## src/rtl/ser_rx_pkg.sv

```systemverilog
// ser_rx_pkg -- shared types and helpers for the ser_rx serial receiver.
//   state_t   : receiver FSM states (PARITY only reachable with SER_RX_PARITY_EN)
//   calc_div(): clocks per bit, rounded to nearest
package ser_rx_pkg;

    typedef enum logic [2:0] {
        IDLE,
        START,
        DATA,
        STOP,
        PARITY,
        WAIT_IDLE
    } state_t;

    function automatic int calc_div(input int clk_hz, input int baud);
        return (clk_hz + baud / 2) / baud;
    endfunction

endpackage

```

## src/rtl/ser_rx_sync.sv

```systemverilog
// ser_rx_sync -- two-flop synchronizer for an asynchronous level input.
// Ports:
//   i_clk   : sampling clock
//   i_reset : synchronous, active-high; both flops load RST_VAL
//   i_d     : asynchronous input
//   o_q     : synchronized output, 2-cycle latency
module ser_rx_sync #(
    parameter logic RST_VAL = 1'b1
) (
    input  logic i_clk,
    input  logic i_reset,
    input  logic i_d,
    output logic o_q
);

    logic r_meta;
    logic r_sync;

    always_ff @(posedge i_clk) begin
        if (i_reset) begin
            r_meta <= RST_VAL;
            r_sync <= RST_VAL;
        end else begin
            r_meta <= i_d;
            r_sync <= r_meta;
        end
    end

    assign o_q = r_sync;

endmodule

```

## src/rtl/ser_rx.sv

```systemverilog
// ser_rx -- UART-style asynchronous receiver, 8 data bits, LSB first, 1 stop.
// Optional parity: define SER_RX_PARITY_EN to add a PARITY state, the ODD
// parameter and the parity_err output.
// Ports:
//   clk, reset  : clock; synchronous active-high reset
//   rxd         : asynchronous serial line, idle high
//   rx_data     : received byte, stable while rx_valid is high
//   rx_valid    : rx_data holds an unconsumed byte
//   rx_ready    : consumer takes the byte when rx_valid & rx_ready
//   frame_err   : sticky, stop bit sampled low
//   overrun_err : sticky, byte completed while the previous one was pending
//   err_clr     : one-cycle pulse clears the sticky flags (a set wins)
//   busy        : FSM not in IDLE
//   parity_err  : (SER_RX_PARITY_EN only) sticky, parity mismatch
module ser_rx
    import ser_rx_pkg::*;
#(
    parameter int CLK_HZ = 50000000,
    parameter int BAUD   = 115200
`ifdef SER_RX_PARITY_EN
    ,
    parameter bit ODD    = 1'b0
`endif
) (
    input  logic       clk,
    input  logic       reset,
    input  logic       rxd,
    output logic [7:0] rx_data,
    output logic       rx_valid,
    input  logic       rx_ready,
    output logic       frame_err,
    output logic       overrun_err,
    input  logic       err_clr,
    output logic       busy
`ifdef SER_RX_PARITY_EN
    ,
    output logic       parity_err
`endif
);

    localparam int DIV = calc_div(CLK_HZ, BAUD);
    localparam int CW  = $clog2(DIV);
    // Half a bit to reach the middle of the start bit, then whole bits.
    localparam logic [CW-1:0] HALF_LOAD = CW'(DIV / 2 - 1);
    localparam logic [CW-1:0] FULL_LOAD = CW'(DIV - 1);

    if (DIV < 4) begin : g_div_check
        $error("ser_rx: DIV = %0d clocks per bit, must be >= 4", DIV);
    end

`ifdef SER_RX_PARITY_EN
    localparam state_t AFTER_DATA = PARITY;
`else
    localparam state_t AFTER_DATA = STOP;
`endif

    logic          w_rxd_s;
    state_t        r_state;
    state_t        w_next;
    logic [CW-1:0] r_cnt;
    logic [2:0]    r_idx;
    logic [7:0]    r_shift;
    logic [7:0]    r_data;
    logic          r_valid;
    logic          r_ferr;
    logic          r_ovr;

    logic          w_tick;
    logic          w_busy;
    logic          w_load_half;
    logic          w_load_full;
    logic          w_shift;
    logic          w_done;
    logic          w_ferr_set;
    logic          w_par_bad;

    ser_rx_sync #(.RST_VAL(1'b1)) u_sync (
        .i_clk   (clk),
        .i_reset (reset),
        .i_d     (rxd),
        .o_q     (w_rxd_s)
    );

    // The counter only ever reloads or counts down to zero; zero is the sample point.
    assign w_tick = (r_cnt == '0);

    // ---------------- FSM: state register ----------------
    always_ff @(posedge clk) begin
        if (reset) r_state <= IDLE;
        else       r_state <= w_next;
    end

    // ---------------- FSM: next state ----------------
    always_comb begin
        w_next = r_state;
        case (r_state)
            IDLE:      if (!w_rxd_s) w_next = START;
            START:     if (w_tick) w_next = w_rxd_s ? IDLE : DATA;
            DATA:      if (w_tick && r_idx == 3'd7) w_next = AFTER_DATA;
            PARITY:    if (w_tick) w_next = STOP;
            STOP:      if (w_tick) w_next = w_rxd_s ? IDLE : WAIT_IDLE;
            WAIT_IDLE: if (w_rxd_s) w_next = IDLE;
            default:   w_next = IDLE;
        endcase
    end

    // ---------------- FSM: outputs / strobes ----------------
    always_comb begin
        w_busy      = (r_state != IDLE);
        w_load_half = (r_state == IDLE) && !w_rxd_s;
        w_load_full = 1'b0;
        w_shift     = 1'b0;
        w_done      = 1'b0;
        w_ferr_set  = 1'b0;
        if (w_tick) begin
            case (r_state)
                START:   w_load_full = !w_rxd_s;
                DATA:    begin w_load_full = 1'b1; w_shift = 1'b1; end
                PARITY:  w_load_full = 1'b1;
                STOP:    begin
                    w_done     = w_rxd_s && !w_par_bad;
                    w_ferr_set = !w_rxd_s;
                end
                default: ;
            endcase
        end
    end

    // ---------------- bit timing and deserialiser ----------------
    always_ff @(posedge clk) begin
        if (reset) begin
            r_cnt   <= '0;
            r_idx   <= '0;
            r_shift <= '0;
        end else begin
            if (w_load_half)            r_cnt <= HALF_LOAD;
            else if (w_load_full)       r_cnt <= FULL_LOAD;
            else if (w_busy && !w_tick) r_cnt <= r_cnt - 1'b1;

            if (r_state == START) r_idx <= '0;
            else if (w_shift)     r_idx <= r_idx + 1'b1;

            if (w_shift) r_shift[r_idx] <= w_rxd_s;
        end
    end

    // ---------------- handshake and sticky flags ----------------
    always_ff @(posedge clk) begin
        if (reset) begin
            r_data  <= 8'h00;
            r_valid <= 1'b0;
            r_ferr  <= 1'b0;
            r_ovr   <= 1'b0;
        end else begin
            // A completing byte may replace one being consumed in the same cycle.
            if (w_done && (!r_valid || rx_ready)) begin
                r_data  <= r_shift;
                r_valid <= 1'b1;
            end else if (r_valid && rx_ready) begin
                r_valid <= 1'b0;
            end

            if (w_done && r_valid && !rx_ready) r_ovr <= 1'b1;
            else if (err_clr)                   r_ovr <= 1'b0;

            if (w_ferr_set)   r_ferr <= 1'b1;
            else if (err_clr) r_ferr <= 1'b0;
        end
    end

`ifdef SER_RX_PARITY_EN
    logic r_par_bad;
    logic r_perr;
    logic w_perr_set;

    // Expected parity bit: XOR of data for even parity, inverted for odd.
    assign w_perr_set = w_tick && (r_state == PARITY) && (w_rxd_s != ((^r_shift) ^ ODD));
    assign w_par_bad  = r_par_bad;

    always_ff @(posedge clk) begin
        if (reset) begin
            r_par_bad <= 1'b0;
            r_perr    <= 1'b0;
        end else begin
            if (w_load_half)     r_par_bad <= 1'b0;
            else if (w_perr_set) r_par_bad <= 1'b1;

            if (w_perr_set)   r_perr <= 1'b1;
            else if (err_clr) r_perr <= 1'b0;
        end
    end

    assign parity_err = r_perr;
`else
    assign w_par_bad = 1'b0;
`endif

    assign rx_data     = r_data;
    assign rx_valid    = r_valid;
    assign frame_err   = r_ferr;
    assign overrun_err = r_ovr;
    assign busy        = w_busy;

endmodule

```

## config.mk

```make
export PLATFORM = sky130hd
export DESIGN_NAME = ser_rx
export DESIGN_NICKNAME = d
export VERILOG_FILES = /design/src/rtl/ser_rx_pkg.sv /design/src/rtl/ser_rx_sync.sv /design/src/rtl/ser_rx.sv
export SDC_FILE = /design/constraint.sdc
export NUM_CORES = 1
export LEC_CHECK = 0
export BUFFER_PORTS_ARGS = -buffer_cell sky130_fd_sc_hd__buf_2
export CELL_PAD_IN_SITES_DETAIL_PLACEMENT = 2
export CELL_PAD_IN_SITES_GLOBAL_PLACEMENT = 2
export CORE_MARGIN = 1
export CORE_UTILIZATION = 38
export DETAILED_ROUTE_END_ITERATION = 10
export PLACE_DENSITY = 0.86
export SLEW_MARGIN = 20
export SYNTH_ARGS = -nofsm -noshare
export SYNTH_HDL_FRONTEND = slang
export SYNTH_HIERARCHICAL = 1
export SYNTH_SLANG_ARGS = --single-unit
```

## constraint.sdc

```tcl
create_clock -name clk -period 3.5 [get_ports clk]
set_input_delay 0.7 -clock clk [delete_from_list [all_inputs] [get_ports clk]]
set_output_delay 0.7 -clock clk [all_outputs]
set_load 0.1 [all_outputs]
```

# Word-level counts from Yosys, hierarchy flattened
# Index checks and enable logic that the tools add are counted.
# totals
regBits	36
inputBits	5
out_inout_bits	12
wordCells	82
# classes
add_sub_neg	2
magnitude_cmp	2
n_eq_ne	12
muxes	28
n_reduce_logical	26
# op_table
cell	count
2-to-1 mux 3 bit	7
2-to-1 mux 9 bit	2
case mux 3 bit (6 select lines)	1
2-to-1 mux 1 bit	13
inequality test 2 bit, second input constant	5
== test 3 bit, second input constant	3
zero test 9 bit	1
subtractor 9 x 1 -> 9 bit, second input constant	1
bitwise mux 8 bit	1
logical AND 1 bit	8
2-to-1 mux 8 bit	1
nonzero test 2 bit	4
== test 3 x 2 -> 1 bit, second input constant	2
AND reduction 6 bit	1
nonzero test 3 bit	2
OR reduction 2 bit	3
zero test 1 bit	4
less-than comparator 3 x 4 -> 1 bit, second input constant	1
adder 3 x 1 -> 3 bit, second input constant	1
demux 1 bit (select 3 bit)	1
== test 3 x 1 -> 1 bit, second input constant	1
greater-or-equal comparator 3 x 1 -> 1 bit, second input constant	1
zero test 3 bit	1
OR reduction 3 bit	1
4 further kinds	4

# Logic depth before layout (Yosys ltp)
# logic_depth
word_depth	6
mapped_depth	7
depth_no_buf	6

# Cells and area by module
# The synthesis kept the hierarchy.
# modules_own_cells
mod	instances	cells_per_inst	area_each_um2	seq_area_each_um2
ser_rx	1	191	1680.4	680.7
ser_rx_sync	1	4	52.6	40.0

# Worst setup path after synthesis
# Ideal clock, no wire load.
# synth_path
path_kind	flip-flop to flip-flop
start	register r_state[2]
end	register r_cnt[7]
setup_ns	0.074
arrival_time_ns	2.176
required_ns	3.426
setup_slack_ns	1.249
path_stages_with_launch	7
n_path_buf	1
synth_period_minus_slack_ns	2.251
cell_sequence	dfxtp_1 > clkbuf_1 > nor3_1 > inv_1 > o31ai_4 > or4_1 > a31oi_1
# synth_via
elab_cells_between_ends	13
classes_between	3 x eq/ne; 4 x mux; 6 x reduce/logical
# synth_lines
item	line	rtl
start, declared	ser_rx.sv:58	state_t r_state;
start signal, assigned	ser_rx.sv:90	else r_state <= w_next;
nonzero test 3 bit	ser_rx.sv:109	w_busy = (r_state != IDLE);
net busy	ser_rx.sv:34	output logic busy
logical AND 1 bit	ser_rx.sv:138	else if (w_busy && !w_tick) r_cnt <= r_cnt - 1'b1;
nonzero test 3 bit (no line)	n/a	
end signal, assigned	ser_rx.sv:138	
end, declared	ser_rx.sv:60	logic [CW-1:0] r_cnt;
# The timed path passes the listed nets, and every way through them passes these cells.
# A chain may end at the register's enable or synchronous reset.

# Worst setup path in the final report
# layout_path
start	register r_state[2]
end	output port busy
# layout_via
elab_chain_cells	1
# layout_lines
item	line
nonzero test 3 bit	ser_rx.sv:109
end, declared	ser_rx.sv:34
# Every way passes these cells.

==> reports/qor.yml <==
sta:
  setup_viol: 0
  min_period_over_period: 0.738
  fmax_mhz: 387
  hold_slack_ns: 0.413
  maxSlewViolCount: 0
  period_needed_ns: 2.58
  setup_slack_ns: 0.916
  worst_pin_slew_ns: 0.688
  finalClockSkew_ns: 0.00325
  rsz0062_at_grt: "false"
  maxSlewHeadroom: 0.537
  fin_tns_setup_ns: 0
  hold_violations: 0
routing:
  first_iter_violations: 62
  ant_nets: 0
  wire_per_inst_um: 19.8
  num_vias: 1503
  drt-vias-per-instance: 5.74
  drt_first_pass_iters: 4
  drc: 0
  drt-total-wl_mm: 5.20
synth:
  synth_cell_types: 43
  ys_ff_latch: 36
  synth.net_count: 203
  synth_edf_count: 0
  ys_seq_area_frac: 0.416
  syn_avg_cell_area_um2: 8.89
  synthArstFlopShare: 0
  syn_area_mm2: 0.00173
  yosys_most_used_dff: "dfxtp_1"
  yosys_warnings: 6
  syn-instance-count: 195
cts:
  tritoncts: "yes"
  cts.sinks: 36
  cts_setup_buffers: 0
  clk_latency_ns: 0.29
  clockBufferDepth: 2
  clk_pin_slew_ns: 0.07
  cts_made_buffers: 5
  cts-root-buf: "clkbuf_8"
  ctsHoldBuffers: 0
  cts-resized-gates: 0
  cts_max_level: 2
floorplanning:
  std_cell_rows: 24
  fp.dieW_um: 69.5
  io_pins: 17
  dieArea_mm2: 0.00483
  core_area_mm2: 0.00435
  fp.dieH_um: 69.5
  start_util: 0.398
grt:
  grt.total_usage: 0.243
  grt_max_degree: 23
  grt_pass1_vias: 1665
  gr-total-overflow: 0
  antenna_found_initial: 0
  grt_pass1_wl_mm: 8.88
pwr:
  clkPwrFrac: 0.198
  power.total_mw: 1.60
  comb_power_share: 0.459
  cellLeakagePower_nw: 0.818
  pwr-share-seq: 0.343
  p_int_mw: 0.833
  ir_worst_vdd_mv: 0.299
  switching_power_mw: 0.763
  powerDensity_mw_per_mm2: 826
  netSwitchingFraction: 0.478
worst_setup_path:
  crit_required_ns: 2.80
  critPathMaxFanout: 10
  end_kind: "output pin"
  arrival_ns: 1.88
  worst_setup_path_start_kind: "flip-flop"
  crit_type: "reg2out"
finish:
  fin_nets: 217
  syn_to_final_growth_pct: 11.5
  drive_gt1_frac: 0.162
  n_antenna_cell: 0
  finalNonFillerCells: 262
job:
  cap_violations: 0
placement:
  gp_congestion: 0.868
  hpwl_mm: 3.65
  placed_cells: 254
  port_buffers: 16
  place_ws_ns: 1.20
outcome:
  status: "finished, final reports clean"
min_path:
  hold_class: "reg2reg"
==> per-stage QoR <==
stage          instance area (µm²)  utilization
6_report                      1930        0.444
4_1_cts                       1930        0.444
3_3_place_gp                  1840        0.422
5_1_grt                       1930        0.444
2_1_floorplan                 1730            -
3_5_place_dp                  1840        0.422
==> logic make-up (layout without fill, tap and decap cells) <==
group,Yosys count,in the layout,share of synthesized area
AND/OR/NAND/NOR,82,82,0.270
AO/OA/AOI/OAI,36,36,0.144
flip-flops,36,36,0.416
buffers and inverters,20,35,0.0462
multiplexers,16,16,0.0924
adder cells (fa/ha/maj),3,3,0.0217
XOR/XNOR,2,2,0.0101
==> worst max-delay path: stages, from the launching register on <==
cell	delay, ns
dfxtp_1	0.42
nor3_1	0.55
inv_1	0.26
buf_2	0.36
==> worst paths after layout <==
check | from | endpoint | slack [ns] | depth (start not counted)
worst max-delay path | r_state[2] | busy | 0.92 | 3
worst max register to register | r_cnt[0] | r_shift[7] | 1.11 | 6
worst min-delay path | u_sync/r_meta | u_sync/o_q | 0.41 | 1
worst min register to register | u_sync/r_meta | u_sync/o_q | 0.41 | 1
==> layout by cell type (no fill, tap or decap), types with 2 or more instances in the layout <==
master,count
ha_1,3
or4_1,4
nand4_1,4
a31o_2,2
dfxtp_1,36
buf_2,16
o31ai_1,3
clkinv_2,2
or3b_2,3
nand2_1,14
nor2_1,19
nand3_1,8
inv_1,10
o21ai_0,5
mux2i_1,16
a311oi_1,2
or2_1,2
nor2b_1,3
clkbuf_8,6
xnor2_1,2
or3_1,3
a31oi_1,5
and3_1,4
nor3_1,5
nand2b_1,4
a21oi_1,11
==> per-layer routing <==
metal / global-route usage / vias to the layer above / share of wire
li1: - / 733 / -
met1: 0.290 / 741 / 0.43
met2: 0.424 / 21 / 0.53
met3: 0.0509 / 8 / 0.026
met4: 0.0930 / 0 / 0.020
met5: 0 / - / 0
==> layout make-up <==
class / instances / area [µm²]
Fill cell: 483 / 2420
Multi-Input combinational cell: 139 / 932
Sequential cell: 36 / 721
Clock buffer: 6 / 82.6
Timing Repair Buffer: 16 / 80.1
Tap cell: 52 / 65.1
Inverter: 11 / 41.3
Clock inverter: 2 / 10.0
==> registers in the layout (all words and copies together) (netlist names) <==
signal	count
frame_err	1
u_sync/r_meta	1
u_sync/o_q	1
r_state	3
r_cnt	9
r_idx	3
overrun_err	1
rx_valid	1
r_shift	8
rx_data	8
==> power by group through the flow <==
stage	registers [mW]	clock network (mW)	logic, mW
after floorplan	0.514	0	0.576
after global placement	0.544	0	0.672
after detailed placement	0.554	0	0.712
after CTS	0.547	0.323	0.731
after global routing	0.557	0.340	0.800
final	0.547	0.316	0.733
==> cells in the mapped netlist, types with 4 or more instances <==
master | instances | share of area
and3_1 | 4 | 0.014
inv_1 | 10 | 0.022
a21oi_1 | 11 | 0.032
a31oi_1 | 5 | 0.018
nand2_1 | 14 | 0.030
nand4_1 | 4 | 0.014
o21ai_0 | 5 | 0.014
nor3_1 | 5 | 0.014
dfxtp_1 | 36 | 0.42
nand3_1 | 8 | 0.023
or4_1 | 4 | 0.017
nand2b_1 | 4 | 0.014
nor2_1 | 19 | 0.041
buf_2 | 4 | 0.012
mux2i_1 | 16 | 0.092
clkbuf_1 | 5 | 0.011
No activity file was read; power rests on OpenSTA's default activity.
